===== src/rtl/arbitro_memoria_dados_if.sv =====
// Bus bundle between the two requesters (processor load/store path and external
// loader/debug port), the data memory, and the arbiter that shares it.
interface arbitro_memoria_dados_if #(
   parameter int ADDR_W = 32,
   parameter int DATA_W = 32
);
   // Handshake: a requester raises x_req with x_we/x_addr/x_wdata and holds them
   // stable until the cycle x_gnt=1 (combinational accept). A granted read returns
   // on x_rdata with a one-cycle x_rvalid pulse exactly one cycle after that grant.
   logic              cpu_req;
   logic              cpu_we;
   logic [ADDR_W-1:0] cpu_addr;
   logic [DATA_W-1:0] cpu_wdata;
   logic              cpu_gnt;
   logic              cpu_stall;
   logic              cpu_rvalid;
   logic [DATA_W-1:0] cpu_rdata;

   logic              ext_req;
   logic              ext_we;
   logic [ADDR_W-1:0] ext_addr;
   logic [DATA_W-1:0] ext_wdata;
   logic              ext_lock;
   logic              ext_gnt;
   logic              ext_rvalid;
   logic [DATA_W-1:0] ext_rdata;

   logic              mem_en;
   logic              mem_we;
   logic [ADDR_W-1:0] mem_addr;
   logic [DATA_W-1:0] mem_wdata;
   logic [DATA_W-1:0] mem_rdata;

   modport slave (
      input  cpu_req, cpu_we, cpu_addr, cpu_wdata,
      output cpu_gnt, cpu_stall, cpu_rvalid, cpu_rdata,
      input  ext_req, ext_we, ext_addr, ext_wdata, ext_lock,
      output ext_gnt, ext_rvalid, ext_rdata,
      output mem_en, mem_we, mem_addr, mem_wdata,
      input  mem_rdata
   );

   modport master (
      output cpu_req, cpu_we, cpu_addr, cpu_wdata,
      input  cpu_gnt, cpu_stall, cpu_rvalid, cpu_rdata,
      output ext_req, ext_we, ext_addr, ext_wdata, ext_lock,
      input  ext_gnt, ext_rvalid, ext_rdata,
      input  mem_en, mem_we, mem_addr, mem_wdata,
      output mem_rdata
   );
endinterface


===== src/rtl/arbitro_memoria_dados.sv =====
// Shares the single-ported data memory between the processor and an external
// requester: round-robin with an ext burst lock bounded by LOCK_MAX grants.
module arbitro_memoria_dados #(
   parameter int ADDR_W   = 32,
   parameter int DATA_W   = 32,
   parameter int LOCK_MAX = 4
) (
   input  logic                    clk,
   input  logic                    rst,
   arbitro_memoria_dados_if.slave  bus,
   output logic [0:0]              fsm_state
);
   localparam logic [0:0] ST_RR       = 1'b0;
   localparam logic [0:0] ST_EXT_LOCK = 1'b1;

   localparam logic [1:0] OWN_NONE = 2'd0;
   localparam logic [1:0] OWN_CPU  = 2'd1;
   localparam logic [1:0] OWN_EXT  = 2'd2;

   localparam logic [3:0] LMAX = 4'(LOCK_MAX);

   logic [0:0] state;
   logic       pref;
   logic [3:0] lcnt;
   logic [1:0] rown;

   logic lock_exit;
   logic hold_ext;
   logic pref_eff;
   logic cpu_g;
   logic ext_g;

   // The exit cycle itself is arbitrated as a round-robin cycle with cpu preferred.
   assign lock_exit = (state == ST_EXT_LOCK) &&
                      (!bus.ext_lock || !bus.ext_req || ((lcnt == LMAX) && bus.cpu_req));
   assign hold_ext  = (state == ST_EXT_LOCK) && !lock_exit;
   assign pref_eff  = (state == ST_EXT_LOCK) ? 1'b0 : pref;

   always_comb begin
      cpu_g = 1'b0;
      ext_g = 1'b0;
      if (hold_ext) begin
         ext_g = 1'b1;
      end else if (bus.cpu_req && bus.ext_req) begin
         if (pref_eff) ext_g = 1'b1;
         else          cpu_g = 1'b1;
      end else if (bus.cpu_req) begin
         cpu_g = 1'b1;
      end else if (bus.ext_req) begin
         ext_g = 1'b1;
      end
   end

   always_comb begin
      bus.mem_en    = cpu_g | ext_g;
      bus.mem_we    = 1'b0;
      bus.mem_addr  = '0;
      bus.mem_wdata = '0;
      if (cpu_g) begin
         bus.mem_we    = bus.cpu_we;
         bus.mem_addr  = bus.cpu_addr;
         bus.mem_wdata = bus.cpu_wdata;
      end else if (ext_g) begin
         bus.mem_we    = bus.ext_we;
         bus.mem_addr  = bus.ext_addr;
         bus.mem_wdata = bus.ext_wdata;
      end
   end

   assign bus.cpu_gnt    = cpu_g;
   assign bus.ext_gnt    = ext_g;
   assign bus.cpu_stall  = bus.cpu_req & ~cpu_g;
   assign bus.cpu_rvalid = (rown == OWN_CPU);
   assign bus.ext_rvalid = (rown == OWN_EXT);
   assign bus.cpu_rdata  = bus.cpu_rvalid ? bus.mem_rdata : '0;
   assign bus.ext_rdata  = bus.ext_rvalid ? bus.mem_rdata : '0;
   assign fsm_state      = state;

   always_ff @(posedge clk) begin
      if (rst) begin
         state <= ST_RR;
         pref  <= 1'b0;
         lcnt  <= 4'd0;
         rown  <= OWN_NONE;
      end else begin
         if (cpu_g && !bus.cpu_we)      rown <= OWN_CPU;
         else if (ext_g && !bus.ext_we) rown <= OWN_EXT;
         else                           rown <= OWN_NONE;

         // Counter saturates while ext keeps the lock with the cpu idle.
         if (hold_ext) begin
            if (lcnt != LMAX) lcnt <= lcnt + 4'd1;
         end else if (ext_g && bus.ext_lock) begin
            state <= ST_EXT_LOCK;
            lcnt  <= 4'd1;
         end else begin
            state <= ST_RR;
            lcnt  <= 4'd0;
         end

         if (cpu_g)                     pref <= 1'b1;
         else if (ext_g)                pref <= 1'b0;
         else if (state == ST_EXT_LOCK) pref <= 1'b0;
      end
   end
endmodule

===== src/flat_wrapper.sv =====
// flat-port wrapper written by rule: the top's interface ports become plain ports
module arbitro_memoria_dados_flat 
#(
   parameter int ADDR_W   = 32,
   parameter int DATA_W   = 32,
   parameter int LOCK_MAX = 4
)
  (clk, rst, fsm_state, bus_cpu_req, bus_cpu_we, bus_cpu_addr, bus_cpu_wdata, bus_cpu_gnt, bus_cpu_stall, bus_cpu_rvalid, bus_cpu_rdata, bus_ext_req, bus_ext_we, bus_ext_addr, bus_ext_wdata, bus_ext_lock, bus_ext_gnt, bus_ext_rvalid, bus_ext_rdata, bus_mem_en, bus_mem_we, bus_mem_addr, bus_mem_wdata, bus_mem_rdata);
  arbitro_memoria_dados_if #(.ADDR_W(ADDR_W), .DATA_W(DATA_W)) bus_i ();
  input  logic clk;
  input  logic rst;
  output logic [0:0] fsm_state;
  input wire logic [$bits(bus_i.cpu_req)-1:0] bus_cpu_req;
  input wire logic [$bits(bus_i.cpu_we)-1:0] bus_cpu_we;
  input wire logic [$bits(bus_i.cpu_addr)-1:0] bus_cpu_addr;
  input wire logic [$bits(bus_i.cpu_wdata)-1:0] bus_cpu_wdata;
  output wire logic [$bits(bus_i.cpu_gnt)-1:0] bus_cpu_gnt;
  output wire logic [$bits(bus_i.cpu_stall)-1:0] bus_cpu_stall;
  output wire logic [$bits(bus_i.cpu_rvalid)-1:0] bus_cpu_rvalid;
  output wire logic [$bits(bus_i.cpu_rdata)-1:0] bus_cpu_rdata;
  input wire logic [$bits(bus_i.ext_req)-1:0] bus_ext_req;
  input wire logic [$bits(bus_i.ext_we)-1:0] bus_ext_we;
  input wire logic [$bits(bus_i.ext_addr)-1:0] bus_ext_addr;
  input wire logic [$bits(bus_i.ext_wdata)-1:0] bus_ext_wdata;
  input wire logic [$bits(bus_i.ext_lock)-1:0] bus_ext_lock;
  output wire logic [$bits(bus_i.ext_gnt)-1:0] bus_ext_gnt;
  output wire logic [$bits(bus_i.ext_rvalid)-1:0] bus_ext_rvalid;
  output wire logic [$bits(bus_i.ext_rdata)-1:0] bus_ext_rdata;
  output wire logic [$bits(bus_i.mem_en)-1:0] bus_mem_en;
  output wire logic [$bits(bus_i.mem_we)-1:0] bus_mem_we;
  output wire logic [$bits(bus_i.mem_addr)-1:0] bus_mem_addr;
  output wire logic [$bits(bus_i.mem_wdata)-1:0] bus_mem_wdata;
  input wire logic [$bits(bus_i.mem_rdata)-1:0] bus_mem_rdata;
  assign bus_i.cpu_req = bus_cpu_req;
  assign bus_i.cpu_we = bus_cpu_we;
  assign bus_i.cpu_addr = bus_cpu_addr;
  assign bus_i.cpu_wdata = bus_cpu_wdata;
  assign bus_cpu_gnt = bus_i.cpu_gnt;
  assign bus_cpu_stall = bus_i.cpu_stall;
  assign bus_cpu_rvalid = bus_i.cpu_rvalid;
  assign bus_cpu_rdata = bus_i.cpu_rdata;
  assign bus_i.ext_req = bus_ext_req;
  assign bus_i.ext_we = bus_ext_we;
  assign bus_i.ext_addr = bus_ext_addr;
  assign bus_i.ext_wdata = bus_ext_wdata;
  assign bus_i.ext_lock = bus_ext_lock;
  assign bus_ext_gnt = bus_i.ext_gnt;
  assign bus_ext_rvalid = bus_i.ext_rvalid;
  assign bus_ext_rdata = bus_i.ext_rdata;
  assign bus_mem_en = bus_i.mem_en;
  assign bus_mem_we = bus_i.mem_we;
  assign bus_mem_addr = bus_i.mem_addr;
  assign bus_mem_wdata = bus_i.mem_wdata;
  assign bus_i.mem_rdata = bus_mem_rdata;
  arbitro_memoria_dados #(.ADDR_W(ADDR_W), .DATA_W(DATA_W), .LOCK_MAX(LOCK_MAX)) u_core (.clk(clk), .rst(rst), .bus(bus_i), .fsm_state(fsm_state));
endmodule

===== config.mk =====
export PLATFORM = sky130hd
export DESIGN_NAME = arbitro_memoria_dados_flat
export DESIGN_NICKNAME = d
export VERILOG_FILES = /design/src/rtl/arbitro_memoria_dados_if.sv /design/src/rtl/arbitro_memoria_dados.sv /design/src/flat_wrapper.sv
export SDC_FILE = /design/constraint.sdc
export NUM_CORES = 1
export LEC_CHECK = 0
export ABC_AREA = 1
export BUFFER_PORTS_ARGS = -buffer_cell sky130_fd_sc_hd__buf_2
export CORE_AREA = 2 2 116 118
export DETAILED_ROUTE_END_ITERATION = 6
export DIE_AREA = 0 0 118 120
export PLACE_DENSITY = 0.56
export SLEW_MARGIN = 40
export SYNTH_ARGS = -nofsm -noshare
export SYNTH_HDL_FRONTEND = slang
export SYNTH_SLANG_ARGS = --single-unit
export TNS_END_PERCENT = 20

===== constraint.sdc =====
create_clock -name clk -period 1.85 [get_ports clk]
set_input_delay 0.0925 -clock clk [delete_from_list [all_inputs] [get_ports clk]]
set_output_delay 0.0925 -clock clk [all_outputs]
set_load 0.02 [all_outputs]

==> key figures <==
Status
  • Outcome: finished, final reports clean

Layout
  • FILL cells: 1484
  • Area grow syn2layout: 136%
  • Nets: 860
  • Share of layout cells above drive strength 1: 52.0%
  • Cell area after layout: 4150 um^2
  • Fin util: 32.0%

Die
  • Initial core utilization: ~14%
  • Cell Rows: 42
  • Die ar.: 14200 um^2
  • Die Height: 120 um
  • I/O pin count: 303
  • Core Region: 13000 um^2
  • Die X: 118 um

Synth
  • Ys flop type: dfxtp_1
  • Synth async-reset ratio: 0%
  • Leading area contributor after synthesis: nand2_1
  • Synth cell types: 19
  • Register area share after synthesis: just over 9%
  • Syn Inst Count: around 380
  • Yosys warns: 0
  • Synthesized flop and latch total: 8
  • Syn Area/Cell: 4.58 um^2
  • Area contributors post-synth: nand2_1 (31%), nand3_1 (20%), nor2_1 (15%)
  • Commonest cells in the synthesized netlist: nand2_1 (147), nor2_1 (72), nand3_1 (70), inv_1 (46), buf_2 (11)
  • Post-synth net total: approximately 550
  • Netlist Area Pre-Place: 1760 um^2
  • EDFF count, synth: 0
  • Synth top area share: 31.4%
  • Most frequent cell after synthesis: nand2_1

Placement
  • Port buffer count: just over 300
  • Hpwl dp: approximately 9000 um
  • Gpl congestion: 0.740
  • Dpl ws: 0.0467 ns
  • Placement Cell Area: 3440 um^2

Timing
  • Skew final: 0.00468 ns
  • Slew @ Worst Pin: around 0.34 ns
  • Setup-failing EPs final: 0
  • Setup TNS: 0 ns
  • Final setup margin: 0.0155 ns
  • Final min period: 1.83 ns
  • Max transition margin: 77.4%
  • Slew Viols, Final: 0
  • Max Freq: roughly 0.55 GHz
  • Tcrit/Tclk final: 99.2%
  • RSZ-0062 raised after global routing: true
  • WHS: 0.0710 ns
  • Fin. Hold Viols: 0

Global route
  • Largest net degree at the start of global routing: 66
  • Total gr overflow: 0
  • First-pass GRT wire length: roughly 16000 um
  • Initial antenna violation count: 3
  • Vias in the first global route: between 3000 and 4000
  • Global router's overall resource usage: 14.2%

Route
  • Pre-Repair DR Iteration Count: 7
  • Drt drc: 0
  • Vias after detailed routing: between 3000 and 4000
  • Via/cell ratio: just over 4
  • Antenna-violating nets left: 0
  • Routed len/inst: roughly 14 um
  • Total wire length: ~12000 um
  • DR iter-0 viols: 113

Setup path
  • CP max FO: 5
  • Worst endpoint required time: between 1.5 and 2 ns
  • Worst R2R Setup Slack: approximately 0.45 ns
  • CP Capture Type: primary output
  • Setup crit start kind: register
  • Data arrival, critical path: approximately 1.7 ns
  • Worst r2r path cells: 9
  • Reg2reg end: u_core.rown[1]
  • RR Startpoint: u_core.lcnt[1]
  • Setup CP Type: reg -> out

Power and ir drop
  • Static Leak: approximately 2.7 nW
  • PwrDens: 403 nW/um^2
  • VDD IR-drop max: 285 uV

Hold path
  • Hold_sp: rst
  • Worst hold endpoint: u_core.rown[1]
  • Hold Path Class: in -> reg
  • Hold Path Depth: 2

Clock tree
  • Number of CTS-inserted buffers: 3
  • Clock sink count: 8
  • CTS max path bufs: 2
  • Reg clk slew, reported paths: roughly 0.040 ns
  • H-tree levels: 1
  • Clock Root Buffer: clkbuf_16
  • Skew-Pair Late Insertion Delay: roughly 0.24 ns
  • CTS tree: yes

Run
  • # Max-Cap Violations: 0
[logic make-up (layout without fill, tap and decap cells)]
kind of cell | after synthesis | after routing | share of synthesized area, %
simple gates | 294 | 296 | 68.5
fa+ha+maj | 2 | 2 | 1.42
xor+xnor | 1 | 1 | 0.498
flops | 8 | 8 | 9.11
buf+inv | 73 | 376 | 18.5
compound gates | 6 | 6 | 1.92
other cells | 0 | 2 | 0
[registers in the layout (all words and copies together), names as in the netlist]
signal,cells
u_core.fsm_state,1
u_core.rown,2
u_core.lcnt,4
u_core.pref,1
[through the flow]
stage	instances	power [mW]
2_1_floorplan	384	0.683
3_3_place_gp	843	1.10
3_5_place_dp	843	1.10
4_1_cts	849	1.53
5_1_grt	865	1.78
6_report	867	1.67
[layout by cell type (no fill, tap or decap), drive strengths merged]
master	count
buf	320
nand2	151
nor2	73
nand3	70
inv	46
clkbuf	10
dfxtp	8
a21oi	4
diode	2
o21ai	2
ha	2
nand4	1
nand3b	1
xnor2	1
[final cells by class]
class                      count  area (um^2)  area share, %
antenna                        2         5.00          0.121
timing repair buffer         327         2110           50.9
multi-input combinational    305         1400           33.7
inverter                      46          175           4.22
sequential                     8          165           3.98
clock buffer                   3         75.1           1.81
tap                          176          220           5.30
[metal layers]
layer  wire [um]  part of all wire, %  track usage, %  vias up
met3        1160                  9.7            4.23       10
met2        6080                   51            25.8      207
met4         161                  1.4            3.69        2
li1            -                    -               -     1784
met1        4510                   38            16.1     1484
met5          10                0.084               0        -
[power by group]
part           leakage (nW)  internal, mW  total (mW)  switching [mW]
combinational          2.62         0.497        1.12           0.625
clock                0.0370         0.279       0.372          0.0923
sequential           0.0664         0.177       0.180         0.00271
total                  2.72         0.954        1.67           0.720
[critical path, cell delays in order, from the launching register on]
cell	delay [ns]
dfxtp_4	0.35
inv_4	0.05
ha_4	0.13
nand4_1	0.15
nand2_4	0.12
buf_12	0.15
nand2_8	0.09
clkbuf_16	0.18
nand2_1	0.06
nand2_1	0.07
buf_6	0.14
[repair_timing]
item | 4_1_cts | 5_1_grt
gates cloned | 2 | 11
endpoints found under the setup margin | 67 | 68
pin swaps | 4 | 6
gates resized for setup | 38 | 61
buffers inserted | 1 | 6
hold buffers | 0 | 0
[how the worst max path moves through the flow]
stage,cells after the start,to,slack (ns),start
CTS,9,bus_mem_addr[19],-0.003,u_core.lcnt[0]
finish,10,bus_mem_wdata[29],0.02,u_core.lcnt[1]
global route,10,bus_mem_addr[9],-0.07,u_core.lcnt[1]
detailed placement,9,bus_cpu_stall,0.05,u_core.lcnt[0]
global placement,9,bus_cpu_stall,0.05,u_core.lcnt[0]
floorplan,8,bus_mem_wdata[23],0.37,u_core.lcnt[0]
(Power assumes the default switching activity.)
